**config.mk**
```make
export PLATFORM = sky130hd
export DESIGN_NAME = uart_tx_fifo
export DESIGN_NICKNAME = d
export VERILOG_FILES = /design/src/rtl/uart_pkg.sv /design/src/rtl/uart_sync_fifo.sv /design/src/rtl/uart_tx_fifo.sv
export SDC_FILE = /design/constraint.sdc
export NUM_CORES = 1
export LEC_CHECK = 0
export ABC_AREA = 1
export CAP_MARGIN = 20
export CORE_MARGIN = 1.5
export CORE_UTILIZATION = 60
export CTS_BUF_LIST = sky130_fd_sc_hd__clkbuf_8
export CTS_CLUSTER_DIAMETER = 200
export DETAILED_ROUTE_END_ITERATION = 12
export PLACE_DENSITY = 0.8
export SLEW_MARGIN = 30
export SYNTH_ARGS = -nofsm -noshare
export SYNTH_HDL_FRONTEND = slang
export SYNTH_SLANG_ARGS = --single-unit
```
**constraint.sdc**
```tcl
create_clock -name clk -period 5.8 [get_ports clk]
set_clock_uncertainty 0.15 [all_clocks]
set_input_delay 1.74 -clock clk [delete_from_list [all_inputs] [get_ports clk]]
set_output_delay 1.74 -clock clk [all_outputs]
set_load 0.02 [all_outputs]
```
**src/rtl/uart_pkg.sv**
```systemverilog
// rtl/uart_pkg.sv - shared state type and line constants for the UART transmitter
package uart_pkg;

   typedef enum logic [2:0] {
      IDLE,
      START,
      DATA,
      STOP,
      PARITY
   } uart_state_t;

   localparam int   UART_DATA_BITS  = 8;
   localparam logic UART_IDLE_LEVEL = 1'b1;

endpackage

```
**src/rtl/uart_sync_fifo.sv**
```systemverilog
// rtl/uart_sync_fifo.sv - first-word-fall-through synchronous byte FIFO
module uart_sync_fifo
   import uart_pkg::*;
#(
   parameter int DEPTH = 4
) (
   input  logic                      clk,
   input  logic                      reset,
   input  logic                      push,
   input  logic [UART_DATA_BITS-1:0] push_data,
   input  logic                      pop,
   output logic [UART_DATA_BITS-1:0] pop_data,
   output logic                      full,
   output logic                      empty
);

   localparam int PW = $clog2(DEPTH);

   logic [UART_DATA_BITS-1:0] mem [DEPTH];
   logic [PW-1:0]             wr_ptr;
   logic [PW-1:0]             rd_ptr;
   logic [PW:0]               count;
   logic                      do_push;
   logic                      do_pop;

   assign do_push  = push && !full;
   assign do_pop   = pop && !empty;
   assign full     = (count == (PW + 1)'(DEPTH));
   assign empty    = (count == '0);
   assign pop_data = mem[rd_ptr];

   always_ff @(posedge clk) begin
      if (do_push) begin
         mem[wr_ptr] <= push_data;
      end
   end

   // Pointers wrap naturally because DEPTH is a power of two.
   always_ff @(posedge clk) begin
      if (reset) begin
         wr_ptr <= '0;
         rd_ptr <= '0;
         count  <= '0;
      end else begin
         if (do_push) begin
            wr_ptr <= wr_ptr + 1'b1;
         end
         if (do_pop) begin
            rd_ptr <= rd_ptr + 1'b1;
         end
         if (do_push && !do_pop) begin
            count <= count + 1'b1;
         end else if (!do_push && do_pop) begin
            count <= count - 1'b1;
         end
      end
   end

endmodule

```
**src/rtl/uart_tx_fifo.sv**
```systemverilog
// rtl/uart_tx_fifo.sv - FIFO-buffered 8N1 UART transmitter for the CPU output port
// Defining UART_TX_PARITY_EN adds an even parity bit (8E1).
module uart_tx_fifo
   import uart_pkg::*;
#(
   parameter int CLK_DIV    = 87,
   parameter int FIFO_DEPTH = 4
) (
   input  logic       clk,
   input  logic       reset,
   input  logic [7:0] data_in,
   input  logic       data_valid,
   output logic       tx,
   output logic       busy,
   output logic       full,
   output logic       overflow
);

   localparam int                BW        = $clog2(CLK_DIV);
   localparam int                IW        = $clog2(UART_DATA_BITS);
   localparam logic [BW-1:0]     BAUD_LAST = BW'(CLK_DIV - 1);
   localparam logic [IW-1:0]     LAST_BIT  = IW'(UART_DATA_BITS - 1);

   uart_state_t               state;
   uart_state_t               state_n;
   logic [BW-1:0]             baud_cnt;
   logic [BW-1:0]             baud_n;
   logic [IW-1:0]             bit_idx;
   logic [IW-1:0]             bit_idx_n;
   logic [UART_DATA_BITS-1:0] shift;
   logic [UART_DATA_BITS-1:0] shift_n;
   logic [UART_DATA_BITS-1:0] pop_data;
   logic                      tx_n;
   logic                      busy_n;
   logic                      push;
   logic                      pop;
   logic                      empty;
   logic                      bit_end;

`ifdef UART_TX_PARITY_EN
   logic                      parity;
`endif

   // full is the registered FIFO flag, so a strobe is dropped even if a pop lands the same cycle.
   assign push    = data_valid && !full;
   assign bit_end = (baud_cnt == BAUD_LAST);

   uart_sync_fifo #(
      .DEPTH(FIFO_DEPTH)
   ) u_fifo (
      .clk      (clk),
      .reset    (reset),
      .push     (push),
      .push_data(data_in),
      .pop      (pop),
      .pop_data (pop_data),
      .full     (full),
      .empty    (empty)
   );

   always_comb begin
      state_n   = state;
      baud_n    = baud_cnt;
      bit_idx_n = bit_idx;
      shift_n   = shift;
      tx_n      = tx;
      pop       = 1'b0;

      if (state != IDLE) begin
         baud_n = bit_end ? '0 : baud_cnt + 1'b1;
      end

      case (state)
         IDLE: begin
            tx_n   = UART_IDLE_LEVEL;
            baud_n = '0;
            if (!empty) begin
               pop     = 1'b1;
               shift_n = pop_data;
               tx_n    = 1'b0;
               state_n = START;
            end
         end
         START: begin
            if (bit_end) begin
               tx_n      = shift[0];
               bit_idx_n = '0;
               state_n   = DATA;
            end
         end
         DATA: begin
            if (bit_end) begin
               if (bit_idx == LAST_BIT) begin
`ifdef UART_TX_PARITY_EN
                  tx_n    = parity;
                  state_n = PARITY;
`else
                  tx_n    = UART_IDLE_LEVEL;
                  state_n = STOP;
`endif
               end else begin
                  shift_n   = shift >> 1;
                  bit_idx_n = bit_idx + 1'b1;
                  tx_n      = shift[1];
               end
            end
         end
`ifdef UART_TX_PARITY_EN
         PARITY: begin
            if (bit_end) begin
               tx_n    = UART_IDLE_LEVEL;
               state_n = STOP;
            end
         end
`endif
         STOP: begin
            // Back-to-back frames: the next start bit follows the stop bit with no idle gap.
            if (bit_end) begin
               if (!empty) begin
                  pop     = 1'b1;
                  shift_n = pop_data;
                  tx_n    = 1'b0;
                  state_n = START;
               end else begin
                  tx_n    = UART_IDLE_LEVEL;
                  state_n = IDLE;
               end
            end
         end
         default: begin
            tx_n    = UART_IDLE_LEVEL;
            state_n = IDLE;
         end
      endcase

      // Going idle never coincides with a pop, so the FIFO empties next cycle only if nothing is pushed.
      busy_n = (state_n != IDLE) || !empty || push;
   end

   always_ff @(posedge clk) begin
      if (reset) begin
         state    <= IDLE;
         baud_cnt <= '0;
         bit_idx  <= '0;
         shift    <= '0;
         tx       <= UART_IDLE_LEVEL;
         busy     <= 1'b0;
         overflow <= 1'b0;
      end else begin
         state    <= state_n;
         baud_cnt <= baud_n;
         bit_idx  <= bit_idx_n;
         shift    <= shift_n;
         tx       <= tx_n;
         busy     <= busy_n;
         if (data_valid && full) begin
            overflow <= 1'b1;
         end
      end
   end

`ifdef UART_TX_PARITY_EN
   always_ff @(posedge clk) begin
      if (reset) begin
         parity <= 1'b0;
      end else if (pop) begin
         parity <= ^pop_data;
      end
   end
`endif

endmodule
```
# ---- After elaboration in Yosys (flattened, before gate mapping)
# Memories as Yosys holds them, arrays and structs flattened. A register that Yosys moved wholly into a read port is not among the register bits.
# Cells that the tools add are included.
dict set report op_classes {
  addsub 6
  n_reduce_logical 23
  n_mux 32
  n_eq_ne 10
}
# operator n
set op_table {}
lappend op_table {{$mux W8} 4}
lappend op_table {{$mux W3} 10}
lappend op_table {{$pmux W8 S3} 1}
lappend op_table {{$pmux W3 S4} 1}
lappend op_table {{$mux W1} 10}
lappend op_table {{$reduce_bool A3 Y1} 3}
lappend op_table {{$ne A2 B2 Y1 const B} 4}
lappend op_table {{$reduce_and A4 Y1} 2}
lappend op_table {{$add A7 B1 Y7 const B} 1}
lappend op_table {{$eq A7 B7 Y1 const B} 1}
lappend op_table {{$mux W7} 1}
lappend op_table {{$add A3 B1 Y3 const B} 2}
lappend op_table {{$eq A3 B2 Y1 const B} 2}
lappend op_table {{$eq A3 B3 Y1 const B} 2}
lappend op_table {{$logic_and A1 B1 Y1} 6}
lappend op_table {{$logic_not A3 Y1} 2}
lappend op_table {{$pmux W3 S2} 1}
lappend op_table {{$add A2 B1 Y2 const B} 2}
lappend op_table {{$logic_not A1 Y1} 4}
lappend op_table {{$mux W2} 2}
lappend op_table {{$pmux W1 S4} 1}
lappend op_table {{$reduce_bool A2 Y1} 2}
lappend op_table {{$eq A3 B1 Y1 const B} 1}
lappend op_table {{$reduce_and A3 Y1} 1}
lappend op_table {{4 further kinds} 5}
dict set report word_totals {
  mem_count 1
  output_inout_bits 4
  in_bits 11
  elab_cells 82
  reg_bits 31
  mem_bits_rw 32
}
# memory depth word_bits read_ports rd_ports_with_merged_regs wr line
set memory_table {}
lappend memory_table {u_fifo.mem 4 8 1 1 1 uart_sync_fifo.sv:19} ;# logic [UART_DATA_BITS-1:0] mem [DEPTH];

# ---- Logic depth before layout (Yosys ltp)
# Gate-level depths: netlist (run 1).
dict set report depth {
  depth_word 8
  mapped_depth 13
  ltp_nobuf 13
}

# ---- Cells and area by module
# Synthesis (run 1) repeated with hierarchy kept, for this count alone.
dict set report unflattened {
  hier_cells 349
  area_unflattened_um2 3075.4
}
# mod seq_area_each_um2 cells_per_inst instances area_each_um2
set modules_own_cells {}
lappend modules_own_cells {uart_sync_fifo 1141.1 146 1 1685.4}
lappend modules_own_cells {uart_tx_fifo 480.5 203 1 1390.1}

# ---- Least setup slack after synthesis (run 1)
# Ideal clock, no wire load.
dict set report synth_path {
  path_type {input to register}
  start {input data_valid}
  end {register u_fifo.count[2]}
  cell_stages 9
  setup_ps 122
  slack_ps 2628
  arrival_ps 2899
  cell_sequence {nand2_1 -> inv_1 -> ha_1 -> inv_1 -> fa_1 -> a21oi_1 -> o21ai_0 -> o21ai_0 -> a21oi_1}
}
dict set report synth_between {
  elab_chain_len 5
  word_cells_on_any_way 7
}
# item line
set synth_rtl {}
lappend synth_rtl {{start, declared} uart_tx_fifo.sv:12} ;# input logic data_valid,
lappend synth_rtl {{$logic_and A1 B1 Y1 *} uart_tx_fifo.sv:45} ;# assign push = data_valid && !full;
lappend synth_rtl {{$logic_and A1 B1 Y1 *} uart_sync_fifo.sv:26} ;# assign do_push = push && !full;
lappend synth_rtl {{via u_fifo.do_push} uart_sync_fifo.sv:23} ;# logic do_push;
lappend synth_rtl {{$logic_not A1 Y1} uart_sync_fifo.sv:53} ;# end else if (!do_push && do_pop) begin
lappend synth_rtl {{$logic_and A1 B1 Y1} uart_sync_fifo.sv:53}
lappend synth_rtl {{$reduce_bool A2 Y1 (no source line)} n/a}
lappend synth_rtl {{end signal, assigned} uart_sync_fifo.sv:52} ;# count <= count + 1'b1;
lappend synth_rtl {{end signal, assigned} uart_sync_fifo.sv:54} ;# count <= count - 1'b1;
lappend synth_rtl {{end, declared} uart_sync_fifo.sv:22} ;# logic [PW:0] count;
# The timed path passes the listed nets; every way through them passes the cells marked *.
# A chain may end at the register's enable or synchronous reset.

# ---- Worst setup path after layout (run 1)
# Same ends and word-level chain as after synthesis.

==> results of run 1 <==
kinds of logic (layout without fill, tap and decap cells):
group | after synthesis | in the layout | share of synthesized area, %
other | 1 | 1 | 0.126
and+or+nand+nor | 179 | 179 | 24.7
adders and majority gates | 10 | 10 | 4.46
AOI/OAI and AO/OA | 41 | 41 | 7.02
buffers and inverters | 59 | 81 | 8.03
DFF | 65 | 65 | 54.5
xor gates and xnor gates | 4 | 4 | 1.18
cells in the final DEF, fill, tap and decap left out, types with 5 or more instances in the layout:
master and n:
nand2_1 105, dfxtp_1 33, clkbuf_8 9, o21ai_0 17, nand3_1 12, nor2_1 50
ha_1 9, clkdlybuf4s50_1 14, edfxtp_1 32, a21oi_1 17, o21ai_1 5, inv_1 48
worst reg2reg max path, delay by kind of cell (launching register included):
kind | cells | cell delay (ns)
AO/OA/AOI/OAI | 4 | 0.46
adder cells (fa/ha/maj) | 3 | 0.73
buffers and inverters | 2 | 0.12
flip-flops | 1 | 0.40
AND/OR/NAND/NOR | 4 | 0.50
state kept, by name, summed over array words and instances (netlist names), named ones only:
register,count
tx,1
bit_idx,3
u_fifo.count,3
busy,1
overflow,1
state,3
u_fifo.mem,32
baud_cnt,7
u_fifo.rd_ptr,2
u_fifo.wr_ptr,2
shift,8
power groups by stage:
stage	Combinational, mW	Clock [mW]	Sequential (mW)
5_1_grt	0.364	0.357	0.614
3_3_place_gp	0.299	0	0.612
6_report	0.309	0.329	0.604
3_5_place_dp	0.309	0	0.614
2_1_floorplan	0.246	0	0.604
4_1_cts	0.311	0.336	0.604
path summary, 6_finish.rpt:
check              start              end  slack, ns  cells past startpoint
min           bit_idx[2]       bit_idx[2]       0.30                      2
max reg2reg  baud_cnt[0]  u_fifo.count[2]       3.31                     13
max           data_valid  u_fifo.count[2]       2.28                     10
min reg2reg   bit_idx[2]       bit_idx[2]       0.30                      2
stage by stage:
stage / area [um2] / hold WS, ns / power, mW / std cells
after floorplan: 2980 / 0.278 / 0.850 / 359
after global placement: 3150 / 0.286 / 0.911 / 432
after detailed placement: 3150 / 0.296 / 0.923 / 432
after CTS: 3320 / 0.305 / 1.25 / 448
after global routing: 3320 / 0.323 / 1.33 / 448
final: 3320 / 0.301 / 1.24 / 448
layer usage:
metal,share of wire [%],wire (um),up-vias
met5,0,0,-
met4,0.85,41,0
met3,5.0,241,4
met2,46,2240,41
met1,48,2300,962
li1,-,-,1164
area by class of cell:
type | instances | area share [%]
tap | 67 | 2.52
multi-input combinational | 235 | 33.6
clock inverter | 7 | 1.39
clock buffer | 9 | 3.73
timing repair buffer | 14 | 4.22
sequential | 65 | 48.8
inverter | 51 | 5.76
==> impl_metrics.env, run 1 <==
export IMPL_multiInputGateArea_um2=1110
export IMPL_vias=2171
export IMPL_syn_nets=380
export IMPL_cts_root_buf="clkbuf_8"
export IMPL_synth_top_area_cell="edfxtp_1"
export IMPL_grt_max_degree=25
export IMPL_total_leakage_power_nw=1.46
export IMPL_synth_area_leaders="edfxtp_1 32%, dfxtp_1 22%, nand2_1 13%, nor2_1 6.3%, inv_1 6.1%"
export IMPL_crit_path_cell_trace="clkdlybuf4s50_1 > nand2_1 > inv_1 > ha_1 > inv_1 > fa_1 > a21oi_1 > o21ai_0 > o21ai_0 > a21oi_1"
export IMPL_rows=25
export IMPL_synthesis_area_um2=2980
export IMPL_pwr_share_comb_pct=24.9
export IMPL_yosysUniqueCellTypes=28
export IMPL_initial_core_util_pct=62.6
export IMPL_end_kind="register"
export IMPL_gp_congestion=0.832
export IMPL_post_cts_buffers=0
export IMPL_worstMarginPinSlew_ns=0.750
export IMPL_syn_area_per_cell_um2=8.29
export IMPL_synth_most_common_cell="nand2_1"
export IMPL_grt_ovfl_total=0
export IMPL_layout_drive_gt1_share_pct=6.04
export IMPL_seq_area_um2=1620
export IMPL_ioPinCount=15
export IMPL_cts_sinks=65
export IMPL_setup_viol=0
export IMPL_grt_use_total_pct=21.2
export IMPL_critPathRequiredTime_ns=5.87
export IMPL_switching_share_pct=33.4
export IMPL_grt_pass1_wl_um=8540
export IMPL_fmax_mhz=284
export IMPL_fp_dieW_um=73.4
export IMPL_final_hold_viol_count=0
export IMPL_rsz0062_at_grt="false"
export IMPL_dr_first_iter_drc_count=162
export IMPL_grt_use_met3_pct=6.04
export IMPL_syn_inst=359
export IMPL_fillers=398
export IMPL_period_needed_ns=3.52
export IMPL_slew_headroom_pct=49.9
export IMPL_dr_pass1_iters=4
export IMPL_yosys_most_used_dff="dfxtp_1"
export IMPL_area_growth_pct=11.6
export IMPL_ys_seq_area_share_pct=54.5
export IMPL_power_frac_clock_pct=26.5
export IMPL_pwr_share_seq_pct=48.6
export IMPL_diodes=0
export IMPL_critPathMaxFanout=9
export IMPL_post_cts_resized=0
export IMPL_finish_utilization_pct=69.9
export IMPL_internal_power_mw=0.827
export IMPL_dieArea_um2=5390
export IMPL_holdBufCountCts=0
export IMPL_async_flop_share_pct=0
export IMPL_grt_util_met1_pct=28.9
export IMPL_min_path_type="register to register"
export IMPL_htreeDepth=3
export IMPL_outcome="finished, final reports clean"
export IMPL_cp_buffers_inverters=3
export IMPL_ys_warn_count=0
export IMPL_grt_most_used_layer="met2"
export IMPL_ys_seq_elements=65
export IMPL_drc_errors=0
export IMPL_ctsLongestPathBuffers=2
export IMPL_cts_tree="built"
export IMPL_worstPathArrival_ns=3.60
export IMPL_setup_slack_ns=2.28
export IMPL_wl_per_cell_um=10.8
export IMPL_cts_made_buffers=9
export IMPL_use_met2_pct=31.9
export IMPL_fin_crit_sh_pct=60.8
export IMPL_antenna_found_initial=0
export IMPL_clk_latency_ns=0.34
export IMPL_slowest_stage="clkdlybuf4s50_1"
export IMPL_port_buffers=14
export IMPL_dp_slack_ns=1.93
export IMPL_die_h_um=73.4
export IMPL_ant_nets=0
export IMPL_worstSetupPathType="input pin to register"
export IMPL_finalNetCount=397
export IMPL_coreArea_um2=4750
export IMPL_crit_family="buffers and inverters"
export IMPL_power_density_nw_per_um2=374
export IMPL_tns_ns=0
export IMPL_grt_pass1_vias=1979
export IMPL_cts_reportedPaths_clkPinSlew_ns=0.07
export IMPL_synth_edf_count=32
export IMPL_hpwlAfterDp_um=3480
export IMPL_routed_wl_um=4820
export IMPL_max_cap_violations=0
export IMPL_via_per_inst=4.85
export IMPL_slowest_delay_ns=0.51
export IMPL_netlist_area_leader_share_pct=32.3
export IMPL_ir_drop_mv=0.204
export IMPL_drv_slew=0
export IMPL_p_sw_mw=0.415
export IMPL_worstSetupStartpointType="input pin"
export IMPL_ys_top_cells_by_count="105 x nand2_1, 50 x nor2_1, 48 x inv_1"
(Power assumes the default switching activity.)
==> run 2: changes to the inputs <==
CORE_UTILIZATION = 56   (was 60)
PLACE_DENSITY = 0.78   (was 0.8)
clock period = 3 ns   (was 5.8 ns; I/O delays follow)
==> run 2 against run 1 <==
- critical path depth fell by 6
- sequential cell count did not move
- clock-buffer cell count did not move
- non-clock buffer count rose by 7
- final cell count rose by 2.2%
- sequential power rose by 90%
- die area rose by 6.8%
- critical path type is now register to output pin
- highest routed layer unchanged
==> impl_metrics.env, run 2 (synthesis gave the netlist of run 1 again) <==
export IMPL_diodes=0
export IMPL_layout_drive_gt1_share_pct=7.99
export IMPL_seq_area_um2=1620
export IMPL_critPathMaxFanout=3
export IMPL_antenna_found_initial=0
export IMPL_setup_viol=0
export IMPL_vias=2214
export IMPL_cp_buffers_inverters=3
export IMPL_cts_made_buffers=9
export IMPL_post_cts_resized=0
export IMPL_multiInputGateArea_um2=1110
export IMPL_rsz0062_at_grt="false"
export IMPL_worstPathArrival_ns=1.59
export IMPL_htreeDepth=3
export IMPL_holdBufCountCts=0
export IMPL_ioPinCount=15
export IMPL_final_hold_viol_count=0
export IMPL_post_cts_buffers=0
export IMPL_via_per_inst=4.83
export IMPL_ctsLongestPathBuffers=2
export IMPL_wl_per_cell_um=11.5
export IMPL_max_cap_violations=0
export IMPL_clk_latency_ns=0.34
export IMPL_min_path_type="register to register"
export IMPL_dieArea_um2=5760
export IMPL_min_path_cells=2
export IMPL_slowest_delay_ns=0.60
export IMPL_fin_crit_sh_pct=87.9
export IMPL_gp_congestion=0.852
export IMPL_cp_common_cell="inv_1"
export IMPL_dp_slack_ns=0.125
export IMPL_grt_pass1_vias=2086
export IMPL_top_regs="u_fifo.mem (32), shift (8), baud_cnt (7)"
export IMPL_use_met2_pct=36.8
export IMPL_tns_ns=0
export IMPL_grt_use_total_pct=21.6
export IMPL_slew_headroom_pct=65.4
export IMPL_grt_max_degree=25
export IMPL_grt_use_met3_pct=5.69
export IMPL_dr_pass1_iters=5
export IMPL_grt_most_used_layer="met2"
export IMPL_fin_total_pwr_mw=2.56
export IMPL_die_h_um=75.9
export IMPL_largest_register="u_fifo.mem"
export IMPL_holdWs_ns=0.302
export IMPL_crit_path_cell_trace="inv_1 > nand3_1 > inv_1 > clkdlybuf4s50_1"
export IMPL_drc_errors=0
export IMPL_cts_tree="built"
export IMPL_period_needed_ns=2.64
export IMPL_crit_family="buffers and inverters"
export IMPL_reg2regPathDepth=13
export IMPL_drv_slew=0
export IMPL_power_density_nw_per_um2=751
export IMPL_outcome="finished, final reports clean"
export IMPL_fp_dieW_um=75.9
export IMPL_largest_reg_flops=32
export IMPL_end_kind="output pin"
export IMPL_cts_root_buf="clkbuf_8"
export IMPL_area_growth_pct=14.6
export IMPL_port_buffers=14
export IMPL_ir_drop_mv=0.508
export IMPL_hpwlAfterDp_um=3520
export IMPL_cts_sinks=65
export IMPL_coreArea_um2=5110
export IMPL_fillers=420
export IMPL_finalNetCount=404
export IMPL_grt_ovfl_total=0
export IMPL_dr_first_iter_drc_count=149
export IMPL_ant_nets=0
export IMPL_final_common_cell="nand2_1"
export IMPL_routed_wl_um=5250
export IMPL_worstSetupPathType="register to output pin"
export IMPL_slowest_stage="clkdlybuf4s50_1"
export IMPL_grt_pass1_wl_um=8940
export IMPL_initial_core_util_pct=58.3
export IMPL_worstSetupStartpointType="register"
export IMPL_final_cell_mix="105 x nand2_1, 50 x nor2_1, 48 x inv_1"
export IMPL_cts_reportedPaths_clkPinSlew_ns=0.08
export IMPL_setup_slack_ns=0.364
export IMPL_worstMarginPinSlew_ns=0.518
export IMPL_critPathRequiredTime_ns=1.95
export IMPL_critical_path_cell_count=4
export IMPL_total_leakage_power_nw=1.51
export IMPL_rows=26
export IMPL_finish_utilization_pct=66.8
export IMPL_grt_util_met1_pct=25.6
export IMPL_fmax_mhz=379
-- run 2: layout make-up --
class	count	share of cell area (%)
repair buffers	21	5.65
inverters	51	5.61
clock buffers	9	3.63
well taps	70	2.57
clock inverters	7	2.31
multi-input cells	235	32.7
flip-flops and latches	65	47.5
-- run 2: worst min-delay path, delay by kind of cell, from the launching register on --
kind / cells / cell delay [ns]
compound gates: 1 / 0.05
buf+inv: 1 / 0.05
flops: 1 / 0.31
-- run 2: per-layer routing --
layer / vias to the layer above / share of wire, %
li1: 1178 / -
met2: 40 / 49
met1: 989 / 46
met3: 7 / 3.9
met5: - / 0
met4: 0 / 1.1
-- run 2: final timing paths --
path | endpoint | start | slack, ns
worst max-delay path | full | u_fifo.count[1] | 0.36
worst min-delay path | overflow | overflow | 0.30
worst max register to register | u_fifo.count[2] | baud_cnt[0] | 0.48
worst min register to register | overflow | overflow | 0.30
-- run 2: power by group --
group          leakage, nW  switching [mW]  internal, mW
clock network       0.0925           0.368         0.390
registers            0.564          0.0710          1.08
logic                0.852           0.409         0.245
-- run 2: through the flow --
stage	cells	cell area, um2
finish	458	3410
CTS	458	3410
global route	458	3410
detailed placement	442	3210
global placement	442	3210
floorplan	359	2980
